### src/rtl/btn_debounce.sv
// Button front end: per channel, a two-flop synchroniser feeds a debounce counter.
// It produces a stable level plus single-cycle press, release and long-press pulses.
module btn_debounce #(
  parameter int N_BTN           = 3,
  parameter int DEBOUNCE_CYCLES = 240000,
  parameter int LONG_CYCLES     = 12000000
) (
  input  logic             CLK,
  input  logic             BTN_N,
  input  logic [N_BTN-1:0] btn_raw,
  output logic [N_BTN-1:0] btn_level,
  output logic [N_BTN-1:0] btn_press,
  output logic [N_BTN-1:0] btn_release,
  output logic [N_BTN-1:0] btn_long
);

  localparam int CW = $clog2(DEBOUNCE_CYCLES);
  localparam int HW = $clog2(LONG_CYCLES);

  localparam logic [CW-1:0] CNT_MAX  = CW'(DEBOUNCE_CYCLES - 1);
  localparam logic [HW-1:0] HOLD_MAX = HW'(LONG_CYCLES - 1);
  localparam logic [HW-1:0] HOLD_PRE = HW'(LONG_CYCLES - 2);

  for (genvar i = 0; i < N_BTN; i++) begin : g_ch
    logic [1:0]    r_sync;
    logic [CW-1:0] r_cnt;
    logic [HW-1:0] r_hcnt;
    logic          r_level;
    logic          r_press;
    logic          r_release;
    logic          r_long;
    logic          w_s;
    logic          w_diff;
    logic          w_accept;

    assign w_s      = r_sync[1];
    assign w_diff   = w_s ^ r_level;
    assign w_accept = w_diff && (r_cnt == CNT_MAX);

    always_ff @(posedge CLK or negedge BTN_N) begin
      if (!BTN_N) begin
        r_sync <= '0;
      end else begin
        r_sync <= {r_sync[0], btn_raw[i]};
      end
    end

    // Any return to the accepted level restarts the stability count.
    always_ff @(posedge CLK or negedge BTN_N) begin
      if (!BTN_N) begin
        r_cnt     <= '0;
        r_level   <= 1'b0;
        r_press   <= 1'b0;
        r_release <= 1'b0;
      end else begin
        r_press   <= w_accept && w_s;
        r_release <= w_accept && !w_s;
        if (!w_diff) begin
          r_cnt <= '0;
        end else if (r_cnt == CNT_MAX) begin
          r_cnt   <= '0;
          r_level <= w_s;
        end else begin
          r_cnt <= r_cnt + 1'b1;
        end
      end
    end

    // Hold counter saturates, so the long pulse fires once per press.
    always_ff @(posedge CLK or negedge BTN_N) begin
      if (!BTN_N) begin
        r_hcnt <= '0;
        r_long <= 1'b0;
      end else begin
        r_long <= r_level && (r_hcnt == HOLD_PRE);
        if (!r_level) begin
          r_hcnt <= '0;
        end else if (r_hcnt != HOLD_MAX) begin
          r_hcnt <= r_hcnt + 1'b1;
        end
      end
    end

    assign btn_level[i]   = r_level;
    assign btn_press[i]   = r_press;
    assign btn_release[i] = r_release;
    assign btn_long[i]    = r_long;
  end

endmodule

### config.mk
export PLATFORM = sky130hd
export DESIGN_NAME = btn_debounce
export DESIGN_NICKNAME = d
export VERILOG_FILES = /design/src/rtl/btn_debounce.sv
export SDC_FILE = /design/constraint.sdc
export NUM_CORES = 1
export LEC_CHECK = 0
export BUFFER_PORTS_ARGS = -buffer_cell sky130_fd_sc_hd__buf_2
export CORE_UTILIZATION = 40
export CTS_BUF_LIST = sky130_fd_sc_hd__clkbuf_8
export DETAILED_ROUTE_END_ITERATION = 16
export GPL_ROUTABILITY_DRIVEN = 0
export PLACE_DENSITY = 0.63
export SETUP_SLACK_MARGIN = 0.02
export SLEW_MARGIN = 10
export SYNTH_ARGS = -nofsm -noshare
export SYNTH_HDL_FRONTEND = slang
export SYNTH_SLANG_ARGS = --single-unit
export TNS_END_PERCENT = 50
### constraint.sdc
create_clock -name CLK -period 2.8 [get_ports CLK]
set_clock_uncertainty 0.2 [all_clocks]
set_input_delay 0 -clock CLK [delete_from_list [all_inputs] [get_ports CLK]]
set_output_delay 0 -clock CLK [all_outputs]
set_load 0.05 [all_outputs]
==> results of run 1 <==
[stage by stage]
step                      instances  total power, mW  hold WS, ns  cell area (sq um)
after floorplan                 763            2.177      -0.4956               7392
after global placement          976            2.243      -0.1034               7644
after detailed placement        976            2.243     -0.09979               7644
after CTS                      1015            4.116       0.1537               8168
after global routing           1015            4.217       0.1634               8168
final                          1015            4.059       0.1517               8168
[metal layers]
layer	track usage	wire length [microns]	part of all wire
met3	0.04276	310	0.022
met4	0.04952	152	0.011
met1	0.2213	7349	0.52
met2	0.2514	6427	0.45
met5	0	0	0
[cell usage in the layout (no fill, tap or decap), types with 5 or more instances in the layout]
master / n
or4_1: 26
xnor2_1: 19
nand2_1: 59
o31ai_1: 22
xor2_1: 30
and2_1: 12
and3_1: 19
nand3_1: 48
nand4_1: 38
and4_1: 16
nand2b_1: 18
buf_2: 15
nor4_1: 12
mux2i_1: 16
dlygate4sd3_1: 8
dfrtp_1: 144
buf_4: 9
a21oi_1: 65
nor2_1: 52
nor3_1: 13
inv_1: 16
o21ai_0: 25
or3_1: 21
ha_1: 9
clkbuf_8: 18
bufinv_16: 5
[power breakdown]
group / leakage [nW] / internal, mW / switching, mW / total [mW]
Clock: 0.232 / 1.07 / 0.784 / 1.85
Sequential: 1.99 / 2.09 / 0.0146 / 2.11
Combinational: 0.958 / 0.0319 / 0.0669 / 0.0988
Total: 3.18 / 3.19 / 0.865 / 4.06
[sequential cells by signal (all words and copies together), names as in the netlist]
signal	count
g_ch.r_level	3
g_ch.r_release	3
g_ch.r_sync	6
g_ch.r_long	3
g_ch.r_press	3
g_ch.r_hcnt	72
g_ch.r_cnt	54
[critical path: cells and delay by family (launching register included)]
family | cells | cell delay (ns)
compound gates | 1 | 0.15
fa+ha+maj | 1 | 0.28
flops | 1 | 0.40
simple gates | 3 | 1.21
[area by class of cell]
| cell class | instances | area (sq um) |
|---|---|---|
| well taps | 229 | 286.5 |
| repair buffers | 34 | 254.0 |
| clock inverters | 13 | 196.4 |
| flip-flops and latches | 144 | 3603 |
| clock buffers | 18 | 247.7 |
| multi-input cells | 563 | 3527 |
| fillers | 1748 | 9857 |
| inverters | 14 | 52.55 |
[worst max-delay path by stage]
| stage | end | startpoint | cells after the start | slack (ns) |
|---|---|---|---|---|
| floorplan | g_ch[2].r_hcnt[22] | g_ch[2].r_hcnt[0] | 5 | 0.65 |
| global placement | g_ch[2].r_hcnt[22] | g_ch[2].r_hcnt[0] | 5 | 0.55 |
| detailed placement | g_ch[2].r_hcnt[22] | g_ch[2].r_hcnt[0] | 5 | 0.49 |
| CTS | g_ch[2].r_hcnt[22] | g_ch[2].r_hcnt[0] | 5 | 0.46 |
| global route | g_ch[2].r_hcnt[22] | g_ch[2].r_hcnt[0] | 5 | 0.30 |
| finish | g_ch[2].r_hcnt[22] | g_ch[2].r_hcnt[0] | 5 | 0.47 |
[timing repair]
item | CTS | global route
hold buffers | 8 | 0
buffers inserted | 0 | 0
hold endpoints to repair | 147 | 0
setup endpoints to repair | 0 | 0
[cells by family (layout without fill, tap and decap cells)]
group	after synthesis	after routing	share of synthesized area
AO/OA/AOI/OAI	131	131	0.1033
XOR/XNOR	49	49	0.05806
adder cells (fa/ha/maj)	9	9	0.01523
buffers and inverters	56	79	0.03537
flip-flops	144	144	0.4875
multiplexers	19	19	0.02623
AND/OR/NAND/NOR	355	355	0.2744
==> impl_metrics.py, run 1 <==
metrics = {
    "floorplan": {
        "std_cell_rows": 49,
        "die_w_microns": 137.9,
        "die_area_sq_um": 19030,
        "die_h_microns": 137.9,
        "io_pins": 17,
        "fp.coreArea_sq_um": 18020,
        "start_util": 0.4101,
    },
    "yosys": {
        "async_flop_share": 1.000,
        "synth_edf_count": 0,
        "synth.most_common_cell": "dfrtp_1",
        "synth_cell_type_count": 51,
        "yosys_warnings": 0,
        "synth_flop_cell": "dfrtp_1",
        "synth_common_cells": "dfrtp_1 (144), a21oi_1 (65), nand2_1 (59), nor2_1 (52), nand3_1 (48)",
        "synth_top_area_share": 0.4875,
        "synth_cells": 763,
        "syn-cell-area_sq_um": 7392,
        "synth.ff_latch_count": 144,
        "synth_nets": 777,
        "synth_area_leader_cell": "dfrtp_1",
        "synth_area_per_cell_sq_um": 9.688,
        "ys_seq_area_frac": 0.4875,
        "synth_top_cells_by_area": "dfrtp_1 (49%), a21oi_1 (4.4%), xor2_1 (3.6%), nand3_1 (3.2%), nand4_1 (3.2%)",
    },
    "flow_run": {
        "max_cap_violations": 0,
    },
    "worst_setup_path": {
        "critPathMaxStageDelay_ns": 0.60,
        "crit_path_cell_trace": "ha_1 -> nand3_1 -> or4_1 -> or4_1 -> a21oi_1",
        "r2r_end": "g_ch[2].r_hcnt[22]",
        "crit_required_ns": 2.96,
        "worst-path-max-fanout": 7,
        "end_kind": "register",
        "critical_path_class": "register to register",
        "cp-start-kind": "register",
        "crit_slowest_cell": "or4_1",
        "r2r_cells": 5,
        "arrival_ns": 2.50,
        "r2r_start": "g_ch[2].r_hcnt[0]",
        "critPathMostFrequentCell": "or4_1",
        "reg2reg_setup_slack_ns": 0.47,
    },
    "clock_tree": {
        "htreeDepth": 4,
        "clock_latency_ns": 0.45,
        "cts_made_buffers": 17,
        "cts_buffer_depth": 2,
        "tritoncts": "built",
        "clock_tree.root_cell": "clkbuf_8",
        "cts.sinks": 144,
        "cts.clk_slew.worst_paths_ns": 0.07,
        "ctsResizeCount": 0,
    },
    "routing": {
        "post_drt_wl_per_cell_microns": 14.03,
        "drtPass1Iterations": 4,
        "finalWirelength_microns": 14240,
        "ant_nets": 0,
        "drt_iter0_markers": 373,
        "via_count": 5597,
        "viasPerCell": 5.514,
        "drcViolationCount": 0,
    },
    "place": {
        "hpwlAfterDp_microns": 9214,
        "place_ws_ns": 0.4937,
        "numPortBuffers": 16,
    },
    "worst_hold_path": {
        "min_to": "g_ch[2].r_sync[1]",
        "hp-start": "g_ch[2].r_sync[0]",
        "hold_depth": 0,
        "hold_path.class": "register to register",
    },
    "finish": {
        "final_nets": 788,
        "area_growth_pct": 10.49,
        "antenna_cells": 0,
        "fin_util": 0.4531,
        "layout-drive-gt1-share": 0.08270,
    },
    "timing": {
        "hold_viol": 0,
        "setup_tns_ns": 0,
        "slew_violations": 0,
        "timing.final.crit_share": 0.8332,
        "fin_crit_ns": 2.333,
        "setup_viol": 0,
        "rsz0062_at_grt": "false",
        "max_freq_mhz": 428.6,
        "tightest_slew_ns": 0.7490,
        "fin_ws_ns": 0.4669,
        "slew_headroom": 0.5007,
    },
    "global_routing": {
        "antenna_found_initial": 0,
        "track_usage": 0.1622,
        "grt_overflow": 0,
        "grt_max_degree": 78,
        "grt_first_pass_wirelength_microns": 24540,
        "grt_pass1_vias": 5155,
    },
    "run_status": {
        "status": "finished, final reports clean",
    },
    "pwr": {
        "ir_drop_mv": 0.2746,
        "p_per_area_nw_per_um2": 496.9,
        "leakagePower_nw": 3.182,
    },
}
(Power assumes the default switching activity.)
==> inputs of run 2 (changes only) <==
- clock period: 2.8 -> 2.4 ns (I/O delays scaled with it)
==> run 2 against run 1 <==
Setup slack worse by 0.28 ns; die area did not move; core utilization up 0.43 points; maximum frequency up 5.3%; highest routed layer unchanged; first-iteration DRC count shrank 5.6%; register-to-register slack lost 0.28 ns; largest power group unchanged; critical endpoint unchanged; total power rose by 15%.
==> impl_metrics.py, run 2 (synthesis gave the netlist of run 1 again) <==
metrics = {
    "pwr": {
        "pwr-share-clk": 0.446,
        "total_power_mw": 4.657,
        "switching_share": 0.2246,
        "internal_power_mw": 3.611,
        "p_comb_frac": 0.026,
        "leakagePower_nw": 3.229,
        "ir_drop_mv": 0.4414,
        "seqPwrFrac": 0.528,
        "p_switching_mw": 1.046,
        "p_per_area_nw_per_um2": 564.8,
    },
    "floorplan": {
        "die_area_sq_um": 19030,
        "die_w_microns": 137.9,
        "die_h_microns": 137.9,
        "io_pins": 17,
        "start_util": 0.4101,
        "std_cell_rows": 49,
        "fp.coreArea_sq_um": 18020,
    },
    "clock_tree": {
        "htreeDepth": 4,
        "cts_setup_buffers": 0,
        "cts_hold_buffers": 9,
        "cts_buffer_depth": 2,
        "clock_tree.root_cell": "clkbuf_8",
        "cts_made_buffers": 17,
        "ctsResizeCount": 0,
        "cts.sinks": 144,
        "clock_latency_ns": 0.44,
        "tritoncts": "built",
        "cts.clk_slew.worst_paths_ns": 0.09,
    },
    "timing": {
        "fin_crit_ns": 2.216,
        "holdWs_ns": 0.1512,
        "tightest_slew_ns": 0.6323,
        "slew_violations": 0,
        "rsz0062_at_grt": "false",
        "slew_headroom": 0.5769,
        "hold_viol": 0,
        "setup_viol": 0,
        "setup_tns_ns": 0,
        "max_freq_mhz": 451.3,
        "timing.final.crit_share": 0.9232,
    },
    "worst_setup_path": {
        "path_buf_inv": 0,
        "critPathMaxStageDelay_ns": 0.59,
        "end_kind": "register",
        "crit_required_ns": 2.56,
        "crit_slowest_cell": "or4_1",
        "critPathTopFamily": "simple AND/OR/NAND/NOR gates",
        "critical_path_class": "register to register",
        "crit_path_cell_trace": "ha_1 -> nand3_1 -> or4_1 -> or4_1 -> a21oi_1",
        "arrival_ns": 2.37,
        "cp-start-kind": "register",
        "critPathLaunch": "g_ch[2].r_hcnt[0]",
        "r2r_start": "g_ch[2].r_hcnt[0]",
        "critPathMostFrequentCell": "or4_1",
        "worst-path-max-fanout": 5,
    },
    "routing": {
        "ant_nets": 0,
        "finalWirelength_microns": 14410,
        "drcViolationCount": 0,
        "via_count": 5738,
        "drtPass1Iterations": 5,
        "viasPerCell": 5.587,
        "post_drt_wl_per_cell_microns": 14.03,
        "drt_iter0_markers": 352,
    },
    "finish": {
        "final_common_cell": "dfrtp_1",
        "layout_common_cells": "dfrtp_1 (144), a21oi_1 (65), nand2_1 (59)",
        "layout-drive-gt1-share": 0.1003,
        "largest_reg_flops": 72,
        "fin_area_sq_um": 8245,
        "area_growth_pct": 11.54,
        "antenna_cells": 0,
        "top_regs": "g_ch.r_hcnt: 72 flops, g_ch.r_cnt: 54 flops, g_ch.r_sync: 6 flops",
        "regMostFlops": "g_ch.r_hcnt",
        "fin_util": 0.4574,
        "final_nets": 799,
        "fill_cells": 1739,
    },
    "global_routing": {
        "grt_overflow": 0,
        "grt_pass1_vias": 5397,
        "antenna_found_initial": 0,
        "grt_max_degree": 64,
        "grt_first_pass_wirelength_microns": 25140,
        "track_usage": 0.1657,
    },
    "worst_hold_path": {
        "hp-start": "g_ch[2].r_sync[0]",
        "hold_path.class": "register to register",
    },
    "flow_run": {
        "max_cap_violations": 0,
    },
    "place": {
        "numPortBuffers": 16,
        "placedInstanceArea_sq_um": 7719,
        "hpwlAfterDp_microns": 9427,
    },
    "run_status": {
        "status": "finished, final reports clean",
    },
}
[run 2: changes by cell type in the layout (fill, tap and decap cells not counted), sizes merged]
cell | before | now
inv | 16 | 14
clkinv | 5 | 10
bufinv | 5 | 4
clkbuf | 18 | 17
buf | 26 | 37
[run 2: layout make-up]
| cell class | count | area [sq um] | area share |
|---|---|---|---|
| Tap cell | 229 | 286.5 | 0.03475 |
| Timing Repair Buffer | 45 | 349.1 | 0.04234 |
| Clock inverter | 15 | 192.7 | 0.02337 |
| Inverter | 14 | 52.55 | 0.006373 |
| Multi-Input combinational cell | 563 | 3527 | 0.4278 |
| Clock buffer | 17 | 234.0 | 0.02838 |
| Sequential cell | 144 | 3603 | 0.4370 |
[run 2: power groups by stage]
stage | clock network (mW) | registers [mW] | logic (mW)
2_1_floorplan | 0 | 2.50 | 0.0366
3_3_place_gp | 0 | 2.51 | 0.112
3_5_place_dp | 0 | 2.51 | 0.112
4_1_cts | 2.14 | 2.46 | 0.127
5_1_grt | 2.25 | 2.46 | 0.141
6_report | 2.08 | 2.46 | 0.122
[run 2: metrics by stage]
step | instances | setup slack [ns]
global placement | 986 | 0.2406
global route | 1027 | 0.09059
detailed placement | 986 | 0.2332
floorplan | 763 | 0.2487
finish | 1027 | 0.1844
CTS | 1027 | 0.1884
[run 2: final timing paths]
path / depth (start not counted) / slack [ns] / end
setup / recovery: 5 / 0.18 / g_ch[2].r_hcnt[22]
hold / removal: 0 / 0.15 / g_ch[2].r_sync[1]
setup reg to reg: 5 / 0.18 / g_ch[2].r_hcnt[22]
hold reg to reg: 0 / 0.15 / g_ch[2].r_sync[1]
max in group asynchronous: 4 / 1.21 / g_ch[0].r_cnt[7]
min in group asynchronous: 4 / 0.47 / g_ch[1].r_hcnt[1]
[run 2: metal layers]
metal,vias to the layer above,routed length (microns),global-route usage
met3,10,408,0.04057
met1,2814,7107,0.2268
met2,67,6756,0.2586
met4,0,139,0.04952
met5,-,0,0
li1,2847,-,-
